**src/rtl/uncache_mem_responder_pkg.sv**
```systemverilog
// ---------------------------------------------------------------------------
// uncache_mem_responder_pkg
// Shared types and constants for the uncached memory responder:
//   - uncache_state_t : read-path FSM states
//   - uncache_wbuf_t  : contents of the one-entry posted write buffer
//   - BUS_TYPE_WORD   : rd_type/wr_type encoding for a single 32-bit word
// No ports (package).
// ---------------------------------------------------------------------------
package uncache_mem_responder_pkg;

    localparam int UNC_ADDR_W = 32;
    localparam int UNC_DATA_W = 32;
    localparam int UNC_STRB_W = UNC_DATA_W / 8;

    localparam logic [2:0] BUS_TYPE_WORD = 3'b010;

    typedef enum logic [1:0] {
        IDLE,
        RD_REQ,
        RD_WAIT,
        RD_DONE
    } uncache_state_t;

    typedef struct packed {
        logic                  valid;
        logic [UNC_ADDR_W-1:0] addr;
        logic [UNC_DATA_W-1:0] data;
        logic [UNC_STRB_W-1:0] strb;
    } uncache_wbuf_t;

    // The bus only ever sees word-aligned addresses.
    function automatic logic [UNC_ADDR_W-1:0] word_align(input logic [UNC_ADDR_W-1:0] a);
        return {a[UNC_ADDR_W-1:2], 2'b00};
    endfunction

endpackage

```
**src/rtl/uncache_mem_responder_wbuf.sv**
```systemverilog
// ---------------------------------------------------------------------------
// uncache_wbuf
// One-entry posted write buffer. A store is captured on fill and presented
// on the write bus until the bridge takes it (wr_req && wr_rdy).
// Ports:
//   clk, rst              clock, asynchronous active-high reset
//   fill                  capture fill_addr/fill_data/fill_strb this cycle
//   fill_addr/data/strb   store to capture (address already word-aligned)
//   wr_rdy                bridge accepts the buffered beat
//   wr_req                buffered beat valid
//   wr_addr/data/wstrb    buffered beat contents
//   empty                 no beat held (reads may start)
//   can_fill              buffer empty or draining this cycle
// ---------------------------------------------------------------------------
module uncache_wbuf
    import uncache_mem_responder_pkg::*;
(
    input  logic                  clk,
    input  logic                  rst,
    input  logic                  fill,
    input  logic [UNC_ADDR_W-1:0] fill_addr,
    input  logic [UNC_DATA_W-1:0] fill_data,
    input  logic [UNC_STRB_W-1:0] fill_strb,
    input  logic                  wr_rdy,
    output logic                  wr_req,
    output logic [UNC_ADDR_W-1:0] wr_addr,
    output logic [UNC_DATA_W-1:0] wr_data,
    output logic [UNC_STRB_W-1:0] wr_wstrb,
    output logic                  empty,
    output logic                  can_fill
);

    uncache_wbuf_t buf_reg;
    logic          drain;

    assign drain    = buf_reg.valid & wr_rdy;
    // A beat leaving this cycle frees the slot for a same-cycle refill.
    assign can_fill = ~buf_reg.valid | wr_rdy;
    assign empty    = ~buf_reg.valid;

    always_ff @(posedge clk or posedge rst) begin
        if (rst) begin
            buf_reg <= '0;
        end else if (fill) begin
            // Refill wins over drain so back-to-back stores keep the slot valid.
            buf_reg.valid <= 1'b1;
            buf_reg.addr  <= fill_addr;
            buf_reg.data  <= fill_data;
            buf_reg.strb  <= fill_strb;
        end else if (drain) begin
            buf_reg.valid <= 1'b0;
        end
    end

    assign wr_req   = buf_reg.valid;
    assign wr_addr  = buf_reg.addr;
    assign wr_data  = buf_reg.data;
    assign wr_wstrb = buf_reg.strb;

endmodule

```
**src/rtl/uncache_mem_responder.sv**
```systemverilog
// ---------------------------------------------------------------------------
// uncache_mem_responder
// Responder for uncached single-word loads/stores from EX. Loads become one
// read beat on the rd bus; stores are posted into a one-entry write buffer
// and acknowledged the next cycle. Loads wait for the buffer to drain, so
// bus order matches program order.
// Ports:
//   clk, rst                        clock, asynchronous active-high reset
//   uncache_en, op, virtual_addr,
//   wdata, wstrb                    request from EX (op: 0=load, 1=store)
//   addr_ok                         request accepted this cycle
//   data_ok, rdata                  completion pulse / load data
//   busy                            request in flight
//   rd_req, rd_type, rd_addr, rd_rdy              read request channel
//   ret_valid, ret_last, ret_data                 read return channel
//   wr_req, wr_type, wr_addr, wr_wstrb, wr_data,
//   wr_rdy                                        posted write channel
// ---------------------------------------------------------------------------
module uncache_mem_responder
    import uncache_mem_responder_pkg::*;
#(
    // Buffer storage is sized by the package; keep these at their defaults.
    parameter int ADDR_WIDTH = UNC_ADDR_W,
    parameter int DATA_WIDTH = UNC_DATA_W
) (
    input  logic                    clk,
    input  logic                    rst,
    input  logic                    uncache_en,
    input  logic                    op,
    input  logic [ADDR_WIDTH-1:0]   virtual_addr,
    input  logic [DATA_WIDTH-1:0]   wdata,
    input  logic [DATA_WIDTH/8-1:0] wstrb,
    output logic                    addr_ok,
    output logic                    data_ok,
    output logic [DATA_WIDTH-1:0]   rdata,
    output logic                    busy,
    output logic                    rd_req,
    output logic [2:0]              rd_type,
    output logic [ADDR_WIDTH-1:0]   rd_addr,
    input  logic                    rd_rdy,
    input  logic                    ret_valid,
    input  logic                    ret_last,
    input  logic [DATA_WIDTH-1:0]   ret_data,
    output logic                    wr_req,
    output logic [2:0]              wr_type,
    output logic [ADDR_WIDTH-1:0]   wr_addr,
    output logic [DATA_WIDTH/8-1:0] wr_wstrb,
    output logic [DATA_WIDTH-1:0]   wr_data,
    input  logic                    wr_rdy
);

    uncache_state_t          state_reg;
    logic [ADDR_WIDTH-1:0]   rd_addr_reg;
    logic [DATA_WIDTH-1:0]   rdata_reg;
    logic                    data_ok_reg;

    logic                    buf_empty;
    logic                    buf_can_fill;
    logic                    is_load;
    logic                    is_store;
    logic                    load_go;
    logic                    store_go;
    logic                    ret_done;
    logic [ADDR_WIDTH-1:0]   aligned_addr;
    logic                    unused_addr_bits;

    assign is_load  = uncache_en & ~op;
    assign is_store = uncache_en & op;

    // Loads only start with an empty buffer; stores may refill a draining one.
    assign load_go  = (state_reg == IDLE) & is_load  & buf_empty;
    assign store_go = (state_reg == IDLE) & is_store & buf_can_fill;
    assign ret_done = (state_reg == RD_WAIT) & ret_valid & ret_last;

    assign aligned_addr     = word_align(virtual_addr);
    assign unused_addr_bits = ^virtual_addr[1:0];

    // addr_ok is combinational; keep it low while reset is held.
    assign addr_ok = (load_go | store_go) & ~rst;

    always_ff @(posedge clk or posedge rst) begin
        if (rst) begin
            state_reg   <= IDLE;
            rd_addr_reg <= '0;
            rdata_reg   <= '0;
            data_ok_reg <= 1'b0;
        end else begin
            // A posted store acks next cycle; a load acks in RD_DONE.
            // Both cannot occur together: stores are only taken in IDLE.
            data_ok_reg <= store_go | ret_done;
            case (state_reg)
                IDLE: begin
                    if (load_go) begin
                        rd_addr_reg <= aligned_addr;
                        state_reg   <= RD_REQ;
                    end
                end
                RD_REQ: begin
                    if (rd_rdy) begin
                        state_reg <= RD_WAIT;
                    end
                end
                RD_WAIT: begin
                    // Non-last beats are ignored; only the last one is kept.
                    if (ret_done) begin
                        rdata_reg <= ret_data;
                        state_reg <= RD_DONE;
                    end
                end
                RD_DONE: begin
                    state_reg <= IDLE;
                end
                default: begin
                    state_reg <= IDLE;
                end
            endcase
        end
    end

    uncache_wbuf u_wbuf (
        .clk       (clk),
        .rst       (rst),
        .fill      (store_go),
        .fill_addr (aligned_addr),
        .fill_data (wdata),
        .fill_strb (wstrb),
        .wr_rdy    (wr_rdy),
        .wr_req    (wr_req),
        .wr_addr   (wr_addr),
        .wr_data   (wr_data),
        .wr_wstrb  (wr_wstrb),
        .empty     (buf_empty),
        .can_fill  (buf_can_fill)
    );

    assign rd_req  = (state_reg == RD_REQ);
    assign rd_addr = rd_addr_reg;
    assign rd_type = BUS_TYPE_WORD;
    assign wr_type = BUS_TYPE_WORD;
    assign rdata   = rdata_reg;
    assign data_ok = data_ok_reg;
    assign busy    = (state_reg != IDLE) | (~buf_empty & is_load) | data_ok_reg;

endmodule

```
**config.mk**
```make
export PLATFORM = sky130hd
export DESIGN_NAME = uncache_mem_responder
export DESIGN_NICKNAME = d
export VERILOG_FILES = /design/src/rtl/uncache_mem_responder_pkg.sv /design/src/rtl/uncache_mem_responder_wbuf.sv /design/src/rtl/uncache_mem_responder.sv
export SDC_FILE = /design/constraint.sdc
export NUM_CORES = 1
export LEC_CHECK = 0
export BUFFER_PORTS_ARGS = -buffer_cell sky130_fd_sc_hd__buf_2
export CAP_MARGIN = 40
export CORE_MARGIN = 8
export CORE_UTILIZATION = 48
export CTS_BUF_LIST = sky130_fd_sc_hd__clkbuf_2
export DETAILED_ROUTE_END_ITERATION = 8
export GPL_ROUTABILITY_DRIVEN = 0
export PLACE_DENSITY = 0.83
export SETUP_SLACK_MARGIN = 0.1
export SLEW_MARGIN = 20
export SYNTH_ARGS = -nofsm -noshare
export SYNTH_HDL_FRONTEND = slang
export SYNTH_HIERARCHICAL = 1
export SYNTH_SLANG_ARGS = --single-unit
```
**constraint.sdc**
```tcl
create_clock -name clk -period 2.6 [get_ports clk]
set_clock_uncertainty 0.2 [all_clocks]
set_input_delay 0 -clock clk [delete_from_list [all_inputs] [get_ports clk]]
set_output_delay 0 -clock clk [all_outputs]
set_load 0.03 [all_outputs]
```
==> results_dict.tcl, run 1 <==
set metrics [dict create \
    cts_sinks 134 \
    cts_resized 1 \
    synth_simple_gate_area_frac 0.0104 \
    synth.distinct_cells 20 \
    place_area_sq_um 6540 \
    synthCells 315 \
    synthAdderAreaFrac 0.00963 \
    die_h_microns 120 \
    synth_edf_count 0 \
    ys_warn_count 6 \
    cts_buffers 17 \
    synth_area_sq_um 5190 \
    ys_seq_area_frac 0.645 \
    async_flop_share 1.00 \
    cts.path.max_buffers 2 \
    synth-xor-area-share 0 \
    synth_ff_type "dfrtp_1" \
    avgSynthCellArea_sq_um 16.5 \
    error_line "[ERROR RSZ-0060] Max buffer count reached." \
    status "did not finish" \
    die_w_microns 120 \
    start_util 0.486 \
    synth_mux_area_frac 0.291 \
    row_count 38 \
    dp_hpwl_microns 9740 \
    synth_top_family_by_area "multiplexers" \
    synth_compound_area_frac 0.00747 \
    postCtsSetupBuffers 0 \
    cts_root_buf "clkbuf_2" \
    port_buffers 240 \
    htree_levels 4 \
    yosys_register_bits 134 \
    stop_stage "clock tree synthesis (4_1_cts)" \
    boundaryPins 251 \
    ctsHoldBuffers 145 \
]
==> cell families after synthesis <==
| group | count (synthesis) |
|---|---|
| compound gates | 5 |
| simple gates | 9 |
| mux | 131 |
| fa+ha+maj | 4 |
| other cells | 2 |
| flops | 134 |
| buf+inv | 30 |
==> through the flow <==
step	setup slack (ps)	cells
after floorplan	614	323
after global placement	550	687
after detailed placement	440	687
==> cells in the mapped netlist, types with 2 or more instances <==
cell	n	area, sq um
mux2_4	10	150
buf_2	11	55.1
conb_1	2	7.51
buf_4	8	60.1
inv_1	8	30.0
buf_6	3	33.8
nand2b_1	2	12.5
dfrtp_1	134	3350
nand2_1	2	7.51
mux2_2	121	1360
a21oi_1	2	10.0
ha_1	4	50.1
==> run 2, diff against run 1 <==
- CORE_UTILIZATION: 48 -> 40
- CTS_BUF_LIST: sky130_fd_sc_hd__clkbuf_2 -> unset
- PLACE_DENSITY: 0.83 -> unset
- PLACE_DENSITY_LB_ADDON: unset -> 0.15
- SETUP_SLACK_MARGIN: 0.1 -> unset
==> run 2 against run 1 <==
The run now ends clean. Area after synthesis stayed put. Synthesized cell count is the same.
==> results_dict.tcl, run 2 <==
set metrics [dict create \
    synth_mux_area_frac 0.291 \
    fin_crit_sh 0.893 \
    maxSlewHeadroom 0.520 \
    r2r_end "state_reg[1]" \
    status "complete, no violations" \
    mostFrequentLayoutCell "buf_2" \
    dp_hpwl_microns 9940 \
    synth_simple_gate_area_frac 0.0104 \
    synth_edf_count 0 \
    cts_sinks 134 \
    arrival_ps 2410 \
    clock.fmax_mhz 431 \
    cts.path.max_buffers 2 \
    irDropWorstVdd_mv 0.800 \
    htree_levels 4 \
    cts_tree "built" \
    drv_slew 0 \
    cp-end-kind "flop" \
    track_usage 0.174 \
    port_buffers 240 \
    die_area_sq_um 16900 \
    finalWirelength_microns 14500 \
    drt-wirelength-per-cell_microns 17.0 \
    grt_pass1_wl_microns 22500 \
    r2r_start "state_reg[0]" \
    synth_ff_type "dfrtp_1" \
    start_util 0.410 \
    hold_class "primary input to async pin" \
    whs_ps 53.5 \
    overflow 0 \
    worst_r2r_path_depth 5 \
    ys_warn_count 6 \
    boundaryPins 251 \
    avgSynthCellArea_sq_um 16.5 \
    crit_chain "inv_1, ha_1, a221o_2, dlygate4sd3_1, mux2_4" \
    period_needed_ps 2320 \
    drive_gt1_frac 0.596 \
    cp_slowest_cell "dlygate4sd3_1" \
    r2r_setup_slack_ps 280 \
    drt_iter0_drc 114 \
    cap_viol_max_count 0 \
    antenna_found_initial 0 \
    worst_pin_slew_ps 719 \
    grt_pass1_vias 4395 \
    synth_top_family_by_area "multiplexers" \
    ys_top_cells_by_count "134 x dfrtp_1, 121 x mux2_2, 11 x buf_2" \
    syn2layout_area_growth_pct 57.1 \
    yosys.area.top_type "dfrtp_1" \
    core-area_sq_um 12700 \
    yosys_register_bits 134 \
    ys_seq_area_frac 0.645 \
    power.leakage_uw 0.00404 \
    hold_violations 0 \
    fin_tns_setup_ps 0 \
    die_h_microns 130 \
    insertedDiodeCount 0 \
    final_antenna_net_count 0 \
    clk_pin_slew_ps 60 \
    layout_common_cells "240 x buf_2, 134 x dfrtp_1, 121 x mux2_2" \
    cts_buffers 17 \
    row_count 41 \
    vias 3821 \
    crit_path_max_fanout 5 \
    p_per_area_nw_per_um2 1340 \
    async_flop_share 1.00 \
    synthAdderAreaFrac 0.00963 \
    synth_area_sq_um 5190 \
    timing.critical_path.buf_inv 2 \
    fin_nets 785 \
    viasPerCell 4.47 \
    drtPass1Iterations 4 \
    synthCells 315 \
    crit_type "flop to flop" \
    synth_compound_area_frac 0.00747 \
    yosysMostFrequentCell "dfrtp_1" \
    rsz0062_at_grt "false" \
    synth-xor-area-share 0 \
    synth.distinct_cells 20 \
    yosys-top-cells-area "dfrtp_1 65%, mux2_2 26%, mux2_4 2.9%, buf_4 1.2%, buf_2 1.1%" \
    critical-path-max-stage-delay_ps 590 \
    cts_root_buf "clkbuf_16" \
    cts_resized 0 \
    clock_latency_ps 400 \
    die_w_microns 130 \
    synth_top_area_share 0.645 \
    remaining_drc_errors 0 \
    cp-start-kind "flop" \
    cp.required_ps 2690 \
    grt_max_degree 70 \
    crit_family "buffers and inverters" \
    setup_viol 0 \
]
run 2: timing repair:
item / 4_1_cts / 5_1_grt
hold buffers: 107 / 0
hold endpoints to repair: 188 / 0
setup buffers: 0 / 0
run 2: worst max path at each step:
stage                        startpoint            endpoint  slack, ps  depth (start not counted)
after detailed placement   state_reg[0]  u_wbuf/wr_data[10]        370                          6
after global routing       state_reg[0]        state_reg[1]        200                          5
final                      state_reg[0]        state_reg[1]        280                          5
after floorplan           u_wbuf/wr_req                busy        610                          2
after global placement     state_reg[0]   u_wbuf/wr_data[2]        510                          6
after CTS                  state_reg[0]        state_reg[1]        270                          5
run 2: kinds of logic after synthesis:
| kind of cell | after synthesis |
|---|---|
| flops | 134 |
| buf+inv | 30 |
| mux | 131 |
| other cells | 2 |
| simple gates | 9 |
| compound gates | 5 |
| fa+ha+maj | 4 |
run 2: layout make-up:
cell class / instances / area (sq um)
sequential: 134 / 3350
inverter: 8 / 30.0
multi-input combinational: 159 / 1690
tap: 172 / 215
fill: 977 / 4510
clock inverter: 5 / 25.0
clock buffer: 24 / 492
timing repair buffer: 353 / 2350
run 2: worst reg2reg max path, stage by stage (launching register included):
cell and delay [ps]:
dfrtp_1 350, inv_1 100, ha_1 290, a221o_2 370, dlygate4sd3_1 590, mux2_4 300
run 2: routing by layer:
layer  share of wire  vias up  GRT usage
met5               0        -          0
met4           0.020        0     0.0758
met3           0.085       20     0.0657
met2            0.53      137      0.310
met1            0.37     1867      0.181
li1                -     1797          -
run 2: where the power goes:
part           internal, uW  switching (uW)
logic                  1890            3300
registers              3140             495
clock network          1290             809
run 2: metrics by stage:
step / instance area [sq um] / total power (uW) / util / cells / setup WS, ps
after floorplan: 5230 / 7130 / - / 323 / 614
after global placement: 6580 / 8600 / 0.519 / 719 / 509
after detailed placement: 6580 / 8740 / 0.519 / 719 / 375
after CTS: 8160 / 11000 / 0.644 / 855 / 274
after global routing: 8160 / 11500 / 0.644 / 855 / 202
final: 8160 / 10900 / 0.644 / 855 / 278
Note: power is estimated with default switching activity, not from simulation.
==> run 3, diff against run 2 <==
- ABC_AREA: unset -> 1
- CAP_MARGIN: 40 -> unset
==> run 3 against run 2 <==
Cell area is 2.8% higher. Sequential cell count stayed put. Register-to-register slack better by 160 ps. Setup slack better by 21 ps. Cell count is 34% higher. Area after synthesis is 3.6% higher. Sequential power is 2% lower. Critical path type is now flop to primary output. Largest power group unchanged.
==> results_dict.tcl, run 3 <==
set metrics [dict create \
    drv_slew 0 \
    hold_violations 0 \
    cts_buffers 17 \
    postCtsSetupBuffers 0 \
    crit_type "flop to primary output" \
    cp.required_ps 2400 \
    clock_latency_ps 410 \
    yosys.area.top_type "dfrtp_1" \
    period_needed_ps 2300 \
    whs_ps 27.7 \
    drt_iter0_drc 308 \
    synth_area_sq_um 5380 \
    crit_path_max_fanout 14 \
    final_antenna_net_count 0 \
    overflow 0 \
    place_area_sq_um 6700 \
    synth_ff_type "dfrtp_1" \
    maxSlewHeadroom 0.541 \
    yosysMostFrequentCell "nand2_1" \
    ys_top_cells_by_count "308 x nand2_1, 134 x dfrtp_1, 43 x inv_1" \
    vias 5206 \
    p_per_area_nw_per_um2 1280 \
    worst_pin_slew_ps 687 \
    r2r_setup_slack_ps 440 \
    mostFrequentLayoutCell "nand2_1" \
    cap_viol_max_count 0 \
    drt-wirelength-per-cell_microns 15.1 \
    port_buffers 240 \
    synth_edf_count 0 \
    async_flop_share 1.00 \
    setup_ws_ps 299 \
    cts_resized 0 \
    fin_nets 1067 \
    cts_root_buf "clkbuf_16" \
    viasPerCell 4.56 \
    fin_tns_setup_ps 0 \
    fin_util 0.636 \
    irDropWorstVdd_mv 0.771 \
    layout_common_cells "308 x nand2_1, 240 x buf_2, 134 x dfrtp_1" \
    drtPass1Iterations 6 \
    cp-end-kind "primary output" \
    synthCells 605 \
    row_count 42 \
    grt_max_degree 69 \
    ys_warn_count 6 \
    insertedDiodeCount 0 \
    yosys_register_bits 134 \
    start_util 0.408 \
    arrival_ps 2100 \
    die_area_sq_um 17400 \
    avgSynthCellArea_sq_um 8.90 \
    clock.fmax_mhz 435 \
    r2r_start "state_reg[0]" \
    worst_r2r_path_depth 6 \
    cts_sinks 134 \
    ys_seq_area_frac 0.623 \
    die_w_microns 132 \
    drive_gt1_frac 0.291 \
    clk_pin_slew_ps 50 \
    synth.distinct_cells 20 \
    cts.path.max_buffers 2 \
    grt_pass1_vias 5664 \
    htree_levels 4 \
    grt_pass1_wl_microns 28300 \
    dp_slack_ps 558 \
    track_usage 0.201 \
    yosys-top-cells-area "dfrtp_1 62%, nand2_1 21%, nand3_1 3.1%, inv_1 3.0%, o21ai_0 2.4%" \
    core-area_sq_um 13200 \
    rsz0062_at_grt "false" \
    boundaryPins 251 \
    syn2layout_area_growth_pct 55.9 \
    finalWirelength_microns 17300 \
    die_h_microns 132 \
    dp_hpwl_microns 11400 \
    hold_class "primary input to async pin" \
    setup_viol 0 \
    cts_tree "built" \
    remaining_drc_errors 0 \
    r2r_end "rdata[0]" \
    fin_crit_sh 0.885 \
    power.leakage_uw 0.00481 \
    cp-start-kind "flop" \
    synth_top_area_share 0.623 \
    design_area_sq_um 8390 \
    antenna_found_initial 0 \
    status "complete, no violations" \
]
run 3: changes by cell type after synthesis, moves of 4 or more:
cell	previous run	this run
buf_4	8	13
nand3_1	1	33
nand2_1	2	308
buf_2	11	18
o21ai_0	0	26
inv_1	8	43
o21ai_1	0	6
mux2_4	10	0
mux2_2	121	0
buf_6	3	7
run 3: cell type report:
type,instances,area (sq um)
fillers,1084,4800
clock inverters,4,70.1
inverters,45,171
multi-input cells,395,1620
well taps,176,220
flip-flops and latches,134,3350
repair buffers,362,2460
clock buffers,26,489
run 3: kinds of logic after synthesis:
family / share of synthesized area
other: 0.00140
flip-flops: 0.623
adder cells (fa/ha/maj): 0.00930
AND/OR/NAND/NOR: 0.253
AO/OA/AOI/OAI: 0.0316
buffers and inverters: 0.0821
run 3: timing repair:
action	4_1_cts	5_1_grt
hold buffers	113	0
setup endpoints to repair	0	0
hold endpoints to repair	226	0
run 3: stage by stage:
step / cells / power [uW]
floorplan: 613 / 6720
global placement: 999 / 8180
detailed placement: 999 / 8300
CTS: 1142 / 10800
global route: 1142 / 11400
finish: 1142 / 10800
run 3: critical path: stages (launching register included):
cell and delay, ps:
dfrtp_1 400, inv_1 120, ha_1 230, nand2_1 90, inv_2 60, nand2_1 310, a21oi_1 250, buf_2 230
run 3: worst max-delay path by stage:
| stage | from | endpoint | slack [ps] |
|---|---|---|---|
| 6_report | state_reg[1] | addr_ok | 300 |
| 5_1_grt | state_reg[0] | addr_ok | 60 |
| 4_1_cts | state_reg[0] | addr_ok | 240 |
| 3_5_place_dp | state_reg[0] | rd_addr[19] | 560 |
| 3_3_place_gp | state_reg[0] | rd_addr[19] | 610 |
| 2_1_floorplan | rst | u_wbuf/wr_addr[0] | 660 |
run 3: power by group:
group | leakage [uW] | internal, uW | total [uW] | switching [uW]
registers | 0.00167 | 3050 | 3570 | 516
logic | 0.00287 | 1420 | 4900 | 3480
clock network | 0.000274 | 1470 | 2290 | 817
total | 0.00481 | 5950 | 10800 | 4820
run 3: per-layer routing:
| layer | share of wire | GRT usage | up-vias |
|---|---|---|---|
| li1 | - | - | 2513 |
| met1 | 0.40 | 0.222 | 2443 |
| met2 | 0.49 | 0.341 | 218 |
| met3 | 0.088 | 0.0777 | 32 |
| met4 | 0.023 | 0.0817 | 0 |
| met5 | 0 | 0 | - |
==> run 4, diff against run 3 <==
- CTS_BUF_LIST: unset -> sky130_fd_sc_hd__clkbuf_4 sky130_fd_sc_hd__clkbuf_8
- GPL_ROUTABILITY_DRIVEN: 0 -> unset
==> run 4 against run 3 <==
Setup slack lost 39 ps. Largest cell class unchanged. Power shrank 5.4%. Sequential share of layout area grew 0.72 points. Die area is the same. Hold slack gained 4.9 ps. Cell area shrank 1.8%. Largest power group unchanged. Register-to-register slack lost 40 ps.
==> results_dict.tcl, run 4 (synthesis results as in run 3) <==
set metrics [dict create \
    fin_nets 1069 \
    routed-wl-met3_microns 1590 \
    irDropWorstVdd_mv 0.721 \
    remaining_drc_errors 0 \
    cts_sinks 134 \
    core-area_sq_um 13200 \
    fin_crit_sh 0.900 \
    htree_levels 4 \
    path_depth 7 \
    grt_pass1_wl_microns 28200 \
    met1_length_microns 6820 \
    dr.max_layer_used "met4" \
    p_per_area_nw_per_um2 1240 \
    period_needed_ps 2340 \
    drt_iter0_drc 301 \
    dr_wl_met2_microns 8400 \
    r2r_start "state_reg[0]" \
    status "complete, no violations" \
    mostFrequentLayoutCell "nand2_1" \
    arrival_ps 2140 \
    maxSlewHeadroom 0.534 \
    cp-end-kind "primary output" \
    endpoint "addr_ok" \
    layout_common_cells "308 x nand2_1, 240 x buf_2, 134 x dfrtp_1" \
    insertedDiodeCount 0 \
    setup_ws_ps 260 \
    cp-start-kind "flop" \
    cts_root_buf "clkbuf_8" \
    r2r_end "rdata[0]" \
    crit_chain "inv_1, ha_1, nand2_1, inv_2, nand2_1, a21oi_1, buf_2" \
    die_area_sq_um 17400 \
    crit_family "buffers and inverters" \
    drt-wirelength-per-cell_microns 15.0 \
    finalWirelength_microns 17200 \
    cp_slowest_cell "dfrtp_1" \
    fin_util 0.625 \
    syn2layout_area_growth_pct 53.1 \
    die_h_microns 132 \
    cts_tree "built" \
    viasPerCell 4.52 \
    drive_gt1_frac 0.296 \
    antenna_found_initial 0 \
    fin_tns_setup_ps 0 \
    hold_class "primary input to async pin" \
    drv_slew 0 \
    grt_max_degree 69 \
    cts_buffers 17 \
    cp.required_ps 2400 \
    clock.fmax_mhz 427 \
    vias 5176 \
    drtPass1Iterations 5 \
    setup_viol 0 \
    hold_violations 0 \
    dp_hpwl_microns 11400 \
    fillCellCount 1098 \
    dp_slack_ps 558 \
    clk_pin_slew_ps 70 \
    worst_r2r_path_depth 6 \
    crit_path_max_fanout 14 \
    cp-startpoint "state_reg[0]" \
    cpMostUsedCell "nand2_1" \
    port_buffers 240 \
    boundaryPins 251 \
    final_antenna_net_count 0 \
    clock_latency_ps 430 \
    cts.path.max_buffers 2 \
    row_count 42 \
    rsz0062_at_grt "false" \
    cap_viol_max_count 0 \
    timing.critical_path.buf_inv 3 \
    crit_type "flop to primary output" \
    die_w_microns 132 \
    power.leakage_uw 0.00476 \
    start_util 0.408 \
    cts_resized 0 \
    gp_congestion 0.753 \
    r2r_setup_slack_ps 400 \
    critical-path-max-stage-delay_ps 400 \
    overflow 0 \
    worst_pin_slew_ps 698 \
    grt_pass1_vias 5622 \
    track_usage 0.201 \
]
==> run 4: changes by cell type in the layout (fill, tap and decap cells not counted) <==
| cell | before | now |
|---|---|---|
| clkbuf_16 | 17 | 0 |
| clkbuf_4 | 0 | 6 |
| dlygate4sd3_1 | 113 | 115 |
| clkbuf_8 | 3 | 20 |
| clkbuf_1 | 6 | 0 |
==> run 4: final cells by class <==
cell class	count	area, sq um	area share
flip-flops and latches	134	3350	0.407
repair buffers	364	2480	0.301
multi-input cells	395	1620	0.197
clock buffers	26	320	0.0389
well taps	176	220	0.0267
inverters	45	171	0.0208
clock inverters	4	70.1	0.00850
==> run 4: report_power, final <==
| group | switching, uW | internal (uW) |
|---|---|---|
| registers | 511 | 3050 |
| logic | 3490 | 1420 |
| clock network | 729 | 980 |
| total | 4730 | 5450 |
==> run 4: through the flow <==
step | hold slack [ps] | instance area, sq um | instances | power, uW
after global routing | 61.3 | 8240 | 1144 | 10800
after floorplan | -90.4 | 5410 | 613 | 6720
final | 32.5 | 8240 | 1144 | 10200
after detailed placement | -72.2 | 6700 | 999 | 8300
after CTS | 37.6 | 8240 | 1144 | 10300
after global placement | -85.5 | 6700 | 999 | 8180
==> run 4: timing repair <==
| action | in CTS | in global routing |
|---|---|---|
| hold buffers | 115 | 0 |
| hold endpoints to repair | 266 | 0 |
| buffers inserted | 0 | 0 |
==> run 4: how the worst min path moves through the flow <==
stage | end | start | slack (ps)
2_1_floorplan | addr_ok | rst | -90
3_3_place_gp | rd_addr[17] | rst | -90
3_5_place_dp | state_reg[0] | rst | -70
4_1_cts | u_wbuf/wr_addr[28] | rst | 40
5_1_grt | u_wbuf/wr_addr[28] | rst | 60
6_report | u_wbuf/wr_addr[28] | rst | 30
==> run 4: worst min-delay path, cell delays in order <==
cell and delay (ps):
dlygate4sd3_1 530, buf_2 140, inv_2 500
==> run 4: metal layers <==
metal,up-vias,GRT usage
li1,2517,-
met1,2407,0.223
met2,222,0.336
met3,30,0.0831
met4,0,0.0779
met5,-,0
